==> src/rtl/pc_stack_unit.sv <==
// PC register plus return-address LIFO; ret > jmp > branch > seq.
// Optional PC_STACK_ERR_EN: drop overflow/underflow, sticky stackErr.
module pc_stack_unit #(
  parameter int ADDR_W = 12,
  parameter int DEPTH  = 8,
  parameter int OFF_W  = 8
) (
  input  logic                       clk,
  input  logic                       rst,
  input  logic                       pcEn,
  input  logic                       jmp,
  input  logic                       branch,
  input  logic                       ret,
  input  logic                       push,
  input  logic                       pop,
  input  logic [ADDR_W-1:0]          jmpAddr,
  input  logic [OFF_W-1:0]           branchOff,
  output logic [ADDR_W-1:0]          pc,
  output logic [$clog2(DEPTH):0]     sp,
  output logic                       stackFull,
  output logic                       stackEmpty,
  output logic                       stackErr
);

  localparam int IW = $clog2(DEPTH);
  localparam int SW = IW + 1;

  logic [ADDR_W-1:0] mem [DEPTH];
  logic [ADDR_W-1:0] pc_inc;
  logic [ADDR_W-1:0] br_tgt;
  logic [ADDR_W-1:0] tos;
  logic [ADDR_W-1:0] pc_nxt;
  logic [IW-1:0]     top_idx;
  logic [IW-1:0]     wr_idx;
  logic [SW-1:0]     sp_nxt;
  logic              wr_en;
  logic              s_ret;
  logic              s_jmp;
  logic              s_br;

  assign stackEmpty = (sp == '0);
  assign stackFull  = (sp == SW'(DEPTH));

  // sp==DEPTH has zero low bits, so top_idx wraps to DEPTH-1
  assign top_idx = sp[IW-1:0] - IW'(1);
  assign tos     = mem[top_idx];
  assign pc_inc  = pc + ADDR_W'(1);
  assign br_tgt  = pc_inc + ADDR_W'($signed(branchOff));

  assign s_ret = ret;
  assign s_jmp = jmp & ~ret;
  assign s_br  = branch & ~ret & ~jmp;

  always_comb begin
    pc_nxt = pc_inc;
    unique case (1'b1)
      s_ret:   pc_nxt = stackEmpty ? pc_inc : tos;
      s_jmp:   pc_nxt = jmpAddr;
      s_br:    pc_nxt = br_tgt;
      default: pc_nxt = pc_inc;
    endcase
  end

  // Overflowing push writes sp[IW-1:0]==0, i.e. the oldest slot
  always_comb begin
    sp_nxt = sp;
    wr_en  = 1'b0;
    wr_idx = sp[IW-1:0];
    if (push && pop && !stackEmpty) begin
      wr_en  = 1'b1;
      wr_idx = top_idx;
    end else if (push) begin
      wr_en = 1'b1;
      if (!stackFull)
        sp_nxt = sp + SW'(1);
`ifdef PC_STACK_ERR_EN
      else
        wr_en = 1'b0;
`endif
    end else if (pop && !stackEmpty) begin
      sp_nxt = sp - SW'(1);
    end
  end

  always_ff @(posedge clk) begin
    if (!rst) begin
      pc <= '0;
      sp <= '0;
    end else if (pcEn) begin
      pc <= pc_nxt;
      sp <= sp_nxt;
    end
  end

  always_ff @(posedge clk) begin
    if (rst && pcEn && wr_en)
      mem[wr_idx] <= pc_inc;
  end

`ifdef PC_STACK_ERR_EN
  logic ovf;
  logic udf;
  logic err_q;

  assign ovf = push & ~pop & stackFull;
  assign udf = ((pop & ~push) | ret) & stackEmpty;

  always_ff @(posedge clk) begin
    if (!rst)
      err_q <= 1'b0;
    else if (pcEn && (ovf || udf))
      err_q <= 1'b1;
  end

  assign stackErr = err_q;
`else
  assign stackErr = 1'b0;
`endif

endmodule

==> config.mk <==
export PLATFORM = sky130hd
export DESIGN_NAME = pc_stack_unit
export DESIGN_NICKNAME = d
export VERILOG_FILES = /design/src/rtl/pc_stack_unit.sv
export SDC_FILE = /design/constraint.sdc
export NUM_CORES = 1
export LEC_CHECK = 0
export ABC_AREA = 1
export CAP_MARGIN = 25
export CORE_MARGIN = 3
export CORE_UTILIZATION = 55
export CTS_CLUSTER_DIAMETER = 200
export CTS_CLUSTER_SIZE = 20
export DETAILED_ROUTE_END_ITERATION = 8
export PLACE_DENSITY = 0.76
export SKIP_LAST_GASP = 1
export SLEW_MARGIN = 20
export SYNTH_ARGS = -nofsm -noshare
export SYNTH_HDL_FRONTEND = slang
export SYNTH_SLANG_ARGS = --single-unit
==> constraint.sdc <==
create_clock -name clk -period 3.1 [get_ports clk]
set_input_delay 0.465 -clock clk [delete_from_list [all_inputs] [get_ports clk]]
set_output_delay 0.465 -clock clk [all_outputs]
set_load 0.02 [all_outputs]
== Yosys cells after proc, flatten, opt, wreduce, memory -nomap -nowiden ==
Memory sizes are Yosys's and may differ from the RTL's.
Cells that the tools add are included.

* Flip-flop bits (word level): 16
* Word-level logic and storage cells: 35
* Input bits: 28
* Memory bits (writable): 96
* Memories: 1

* Reductions and logical operators: 9
* Bitwise gates (word level): 6
* Eq/ne operators: 2
* Add/subtract/negate cells: 5
* Muxes and demuxes: 10

{| class="wikitable"
|+ Memories
! memory !! words !! bits a word !! read ports !! clocked after memory_dff !! write ports !! line !! text
|-
| mem || 8 || 12 || 1 || 0 || 1 || 28 || <nowiki>logic [ADDR_W-1:0] mem [DEPTH];</nowiki>
|}

{| class="wikitable"
|+ Operators with widths
! cell !! count
|-
| $pmux 12 s3 || 1
|-
| $add 12x1->12 const B || 1
|-
| $add 12x12->12 || 1
|-
| $mux 12 || 1
|-
| $mux 4 || 3
|-
| $logic_and 1x1->1 || 5
|-
| $add 4x1->4 const B || 1
|-
| $eq 4x4->1 const B || 1
|-
| $logic_not 4->1 || 1
|-
| $mux 1 || 4
|-
| $reduce_and 4->1 || 1
|-
| $sub 4x1->4 const B || 1
|-
| $and 1x1->1 || 3
|-
| $mux 3 || 1
|-
| $not 1->1 || 3
|-
| $sub 3x1->3 const B || 1
|-
| $ne 2x2->1 const B || 1
|-
| $reduce_bool 2->1 || 1
|-
| $logic_not 1->1 || 1
|}

== Depth between registers and ports, before layout ==
* Word-level depth: 7
* Depth in mapped cells: 20

== Worst setup path before layout ==
No wires, ideal clock.

* Kind: reg2reg
* From: register sp[0]
* To: memory mem[7][0] (enable)
* Period minus slack after synthesis: 2915 ps
* Arrival: 2535 ps
* Setup slack: 185 ps
* Cell stages (with the launch flop): 14
* Cells stage by stage: dfxtp_1 buf_2 inv_2 buf_6 buf_4 ha_1 nand2_2 nor2_2 buf_6 nor3_4 inv_2 o21ai_2 nand2_1 nor2_1

* Elaborated cells between the ends (all ways): 9

{| class="wikitable"
|+ RTL lines
! element !! line !! text
|-
| start, declared || 19 || <nowiki>output logic [$clog2(DEPTH):0] sp,</nowiki>
|-
| start signal, assigned || 91 || <nowiki>sp <= sp_nxt;</nowiki>
|-
| $sub 3x1->3 || 45 || <nowiki>assign top_idx = sp[IW-1:0] - IW'(1);</nowiki>
|-
| named net top_idx[0] || 33 || <nowiki>logic [IW-1:0] top_idx;</nowiki>
|-
| $mux 3 || 69 || <nowiki>if (push && pop && !stackEmpty) begin</nowiki>
|-
| end, declared || 28 ||
|}

The timed path passes the listed nets, and every way through them passes these cells.

== Worst setup path after layout ==
* From: register pc[0]
* To: register pc[6]

* Longest elaborated chain between the ends: 3
* Elaborated cells between the ends (all ways): 4

{| class="wikitable"
|+ Ends and longest elaborated chain
! element !! line !! text
|-
| start, declared || 18 || <nowiki>output logic [ADDR_W-1:0] pc,</nowiki>
|-
| start signal, assigned || 90 || <nowiki>pc <= pc_nxt;</nowiki>
|-
| $add 12x1->12 || 47 || <nowiki>assign pc_inc = pc + ADDR_W'(1);</nowiki>
|-
| named net pc_inc[0] || 29 || <nowiki>logic [ADDR_W-1:0] pc_inc;</nowiki>
|-
| $add 12x12->12 || 48 || <nowiki>assign br_tgt = pc_inc + ADDR_W'($signed(branchOff));</nowiki>
|-
| $pmux 12 s3 || 56 || <nowiki>unique case (1'b1)</nowiki>
|}

The timed path passes the listed nets, and every way through them passes these cells.
A chain may end at the register's enable or synchronous reset.

==> impl_metrics.env <==
export IMPL_p_per_area_nw_per_um2=586
export IMPL_worstPathRequired_ps=3420
export IMPL_power_leakage_nw=2.75
export IMPL_antenna_found_initial=0
export IMPL_start_util_pct=57.0
export IMPL_period_share_pct=94.0
export IMPL_critical_path_endpoint_type="flip-flop"
export IMPL_final_cell_mix="160 x nand2_1, 96 x edfxtp_1, 69 x nand3_1, 59 x nor2_1, 52 x inv_1"
export IMPL_htree_num_levels=3
export IMPL_p_switching_mw=1.37
export IMPL_grt_pass1_wl_um=24100
export IMPL_yosys_most_used_dff="edfxtp_1"
export IMPL_wirelength_um=15300
export IMPL_syn_area_um2=5940
export IMPL_holdCritStartpoint="pc[1]"
export IMPL_seqPwrFrac_pct=44.3
export IMPL_utilization_pct=65.0
export IMPL_via_count=4770
export IMPL_drive_gt1_share_pct=10.0
export IMPL_ys_seq_area_share_pct=54.0
export IMPL_cts_sinks=112
export IMPL_worst_path_max_fanout=11
export IMPL_r2r_start="pc[0]"
export IMPL_grt_ovfl_total=0
export IMPL_status="complete, no violations"
export IMPL_cts_root_buf="clkbuf_8"
export IMPL_die_area_um2=12100
export IMPL_ir_drop_mv=0.350
export IMPL_first_iter_violations=426
export IMPL_place_ws_ps=236
export IMPL_track_usage_pct=26.9
export IMPL_clock_skew_ps=17.0
export IMPL_crit_path_start="pc[0]"
export IMPL_cts_tree="built"
export IMPL_hold_violations=0
export IMPL_synth_async_sr_flop_share_pct=0
export IMPL_numCtsBuffers=9
export IMPL_port_buffers=45
export IMPL_report_final_slew_viol_count=0
export IMPL_worst_slack_ps=185
export IMPL_ys_warn_count=0
export IMPL_tightest_slew_ps=547
export IMPL_fp_row_count=37
export IMPL_layout_commonest_cell="nand2_1"
export IMPL_postRouteAntennaNets=0
export IMPL_clkTransAtPathRegs_ps=100
export IMPL_synth_cells=650
export IMPL_num_io_pins=47
export IMPL_dr_pass1_iters=5
export IMPL_critPathKind="flip-flop to flip-flop"
export IMPL_cap_violations=0
export IMPL_grt_pass1_vias=4594
export IMPL_clockPowerShare_pct=23.5
export IMPL_diodes=0
export IMPL_period_needed_ps=2920
export IMPL_avgSynthCellArea_um2=9.13
export IMPL_fmax_mhz=343
export IMPL_hp_class="flip-flop to flip-flop"
export IMPL_place_congestion=0.932
export IMPL_fp_dieW_um=110
export IMPL_tns_ps=0
export IMPL_combPwrFrac_pct=32.1
export IMPL_area_growth_pct=14.1
export IMPL_start_kind="flip-flop"
export IMPL_clockBufferDepth=2
export IMPL_cts_setup_buffers=0
export IMPL_hpwl_um=10700
export IMPL_syn_num_nets=697
export IMPL_finalSetupViolations=0
export IMPL_slew_headroom_pct=63.4
export IMPL_core_area_um2=10400
export IMPL_layout_nets=750
export IMPL_drc=0
export IMPL_intPower_mw=2.60
export IMPL_synth_edf_count=96
export IMPL_die_height_um=110
export IMPL_ys_ff_latch=112
export IMPL_synth_cell_types=45
export IMPL_netSwitchingFraction_pct=34.4
export IMPL_fill_cells=874
export IMPL_via_per_inst=5.66
export IMPL_cp_data_arrival_time_ps=3240
export IMPL_clock_latency_ps=380
export IMPL_rsz0062_at_grt="yes"
export IMPL_grt_max_degree=53
export IMPL_wl_per_cell_um=18.1
critical path: stages, from the launching register on:
cell     delay, ps
dfxtp_1        420
inv_2          140
nor2_4         190
inv_1           70
nor2_2         110
xor2_1         240
inv_1          200
ha_1           370
a21oi_1        260
o21ai_0        210
nand2_1        100
nand2_1         50
o21ai_1        230
inv_1           80
nand4_1         90
nand2_1         60
inv_1           50
flip-flops by register name, indices dropped and copies added (netlist names):
signal / count
mem: 96
pc: 12
sp: 4
cells in the mapped netlist (13+ instances only):
cell | instances | share of area, %
dfxtp_1 | 16 | 5.4
buf_2 | 15 | 1.3
a21oi_1 | 29 | 2.4
edfxtp_1 | 96 | 49
nor2_1 | 59 | 3.7
ha_1 | 17 | 3.6
nand3_1 | 69 | 5.8
o21ai_1 | 13 | 1.1
o21ai_0 | 27 | 2.3
inv_1 | 53 | 3.4
inv_2 | 13 | 0.82
nand2_1 | 160 | 10
layout make-up:
| class | instances | area [um2] | share of cell area (%) |
|---|---|---|---|
| inverters | 66 | 251 | 3.71 |
| multi-input cells | 447 | 2320 | 34.3 |
| repair buffers | 67 | 616 | 9.09 |
| well taps | 136 | 170 | 2.51 |
| flip-flops and latches | 112 | 3200 | 47.3 |
| clock buffers | 11 | 131 | 1.94 |
| clock inverters | 4 | 77.6 | 1.15 |
per-stage QoR:
step / total power [mW] / cells / hold slack [ps] / area (um2)
floorplan: 2.65 / 650 / 560 / 5940
global placement: 3.03 / 828 / 480 / 6560
detailed placement: 3.05 / 828 / 498 / 6560
CTS: 3.97 / 843 / 517 / 6770
global route: 4.18 / 843 / 537 / 6770
finish: 3.97 / 843 / 518 / 6770
worst paths after layout:
kind                               to  slack, ps  cells after the start
worst max register to register  pc[6]        180                     16
worst min-delay path            pc[1]        520                      2
worst max-delay path            pc[6]        180                     16
worst min register to register  pc[1]        520                      2
kinds of logic after synthesis:
| family | count (synthesis) | share of synthesized area, % |
|---|---|---|
| adder cells (fa/ha/maj) | 19 | 4.26 |
| flip-flops | 112 | 54.0 |
| other | 1 | 0.0632 |
| XOR/XNOR | 9 | 1.33 |
| AND/OR/NAND/NOR | 317 | 23.5 |
| buffers and inverters | 91 | 6.91 |
| AO/OA/AOI/OAI | 101 | 9.95 |
repair_timing:
| item | 4_1_cts | 5_1_grt |
|---|---|---|
| hold endpoints to repair | 0 | 0 |
| hold buffers | 0 | 0 |
| endpoints found under the setup margin | 0 | 2 |
| resized for setup | 0 | 2 |
per-layer routing:
| layer | share of wire (%) | GRT usage [%] | wire length [um] | up-vias |
|---|---|---|---|---|
| met5 | 0 | 0 | 0 | - |
| met4 | 2.5 | 9.97 | 376 | 0 |
| met1 | 43 | 37.3 | 6500 | 2222 |
| met2 | 47 | 42.0 | 7130 | 205 |
| li1 | - | - | - | 2313 |
| met3 | 8.3 | 5.58 | 1270 | 30 |
power by group through the flow:
| stage | sequential, mW | clock [mW] | combinational [mW] |
|---|---|---|---|
| after floorplan | 1.82 | 0 | 0.833 |
| after global placement | 1.79 | 0 | 1.24 |
| after detailed placement | 1.79 | 0 | 1.26 |
| after CTS | 1.76 | 0.942 | 1.26 |
| after global routing | 1.76 | 1.00 | 1.41 |
| final | 1.76 | 0.934 | 1.28 |
(Power assumes the default switching activity.)
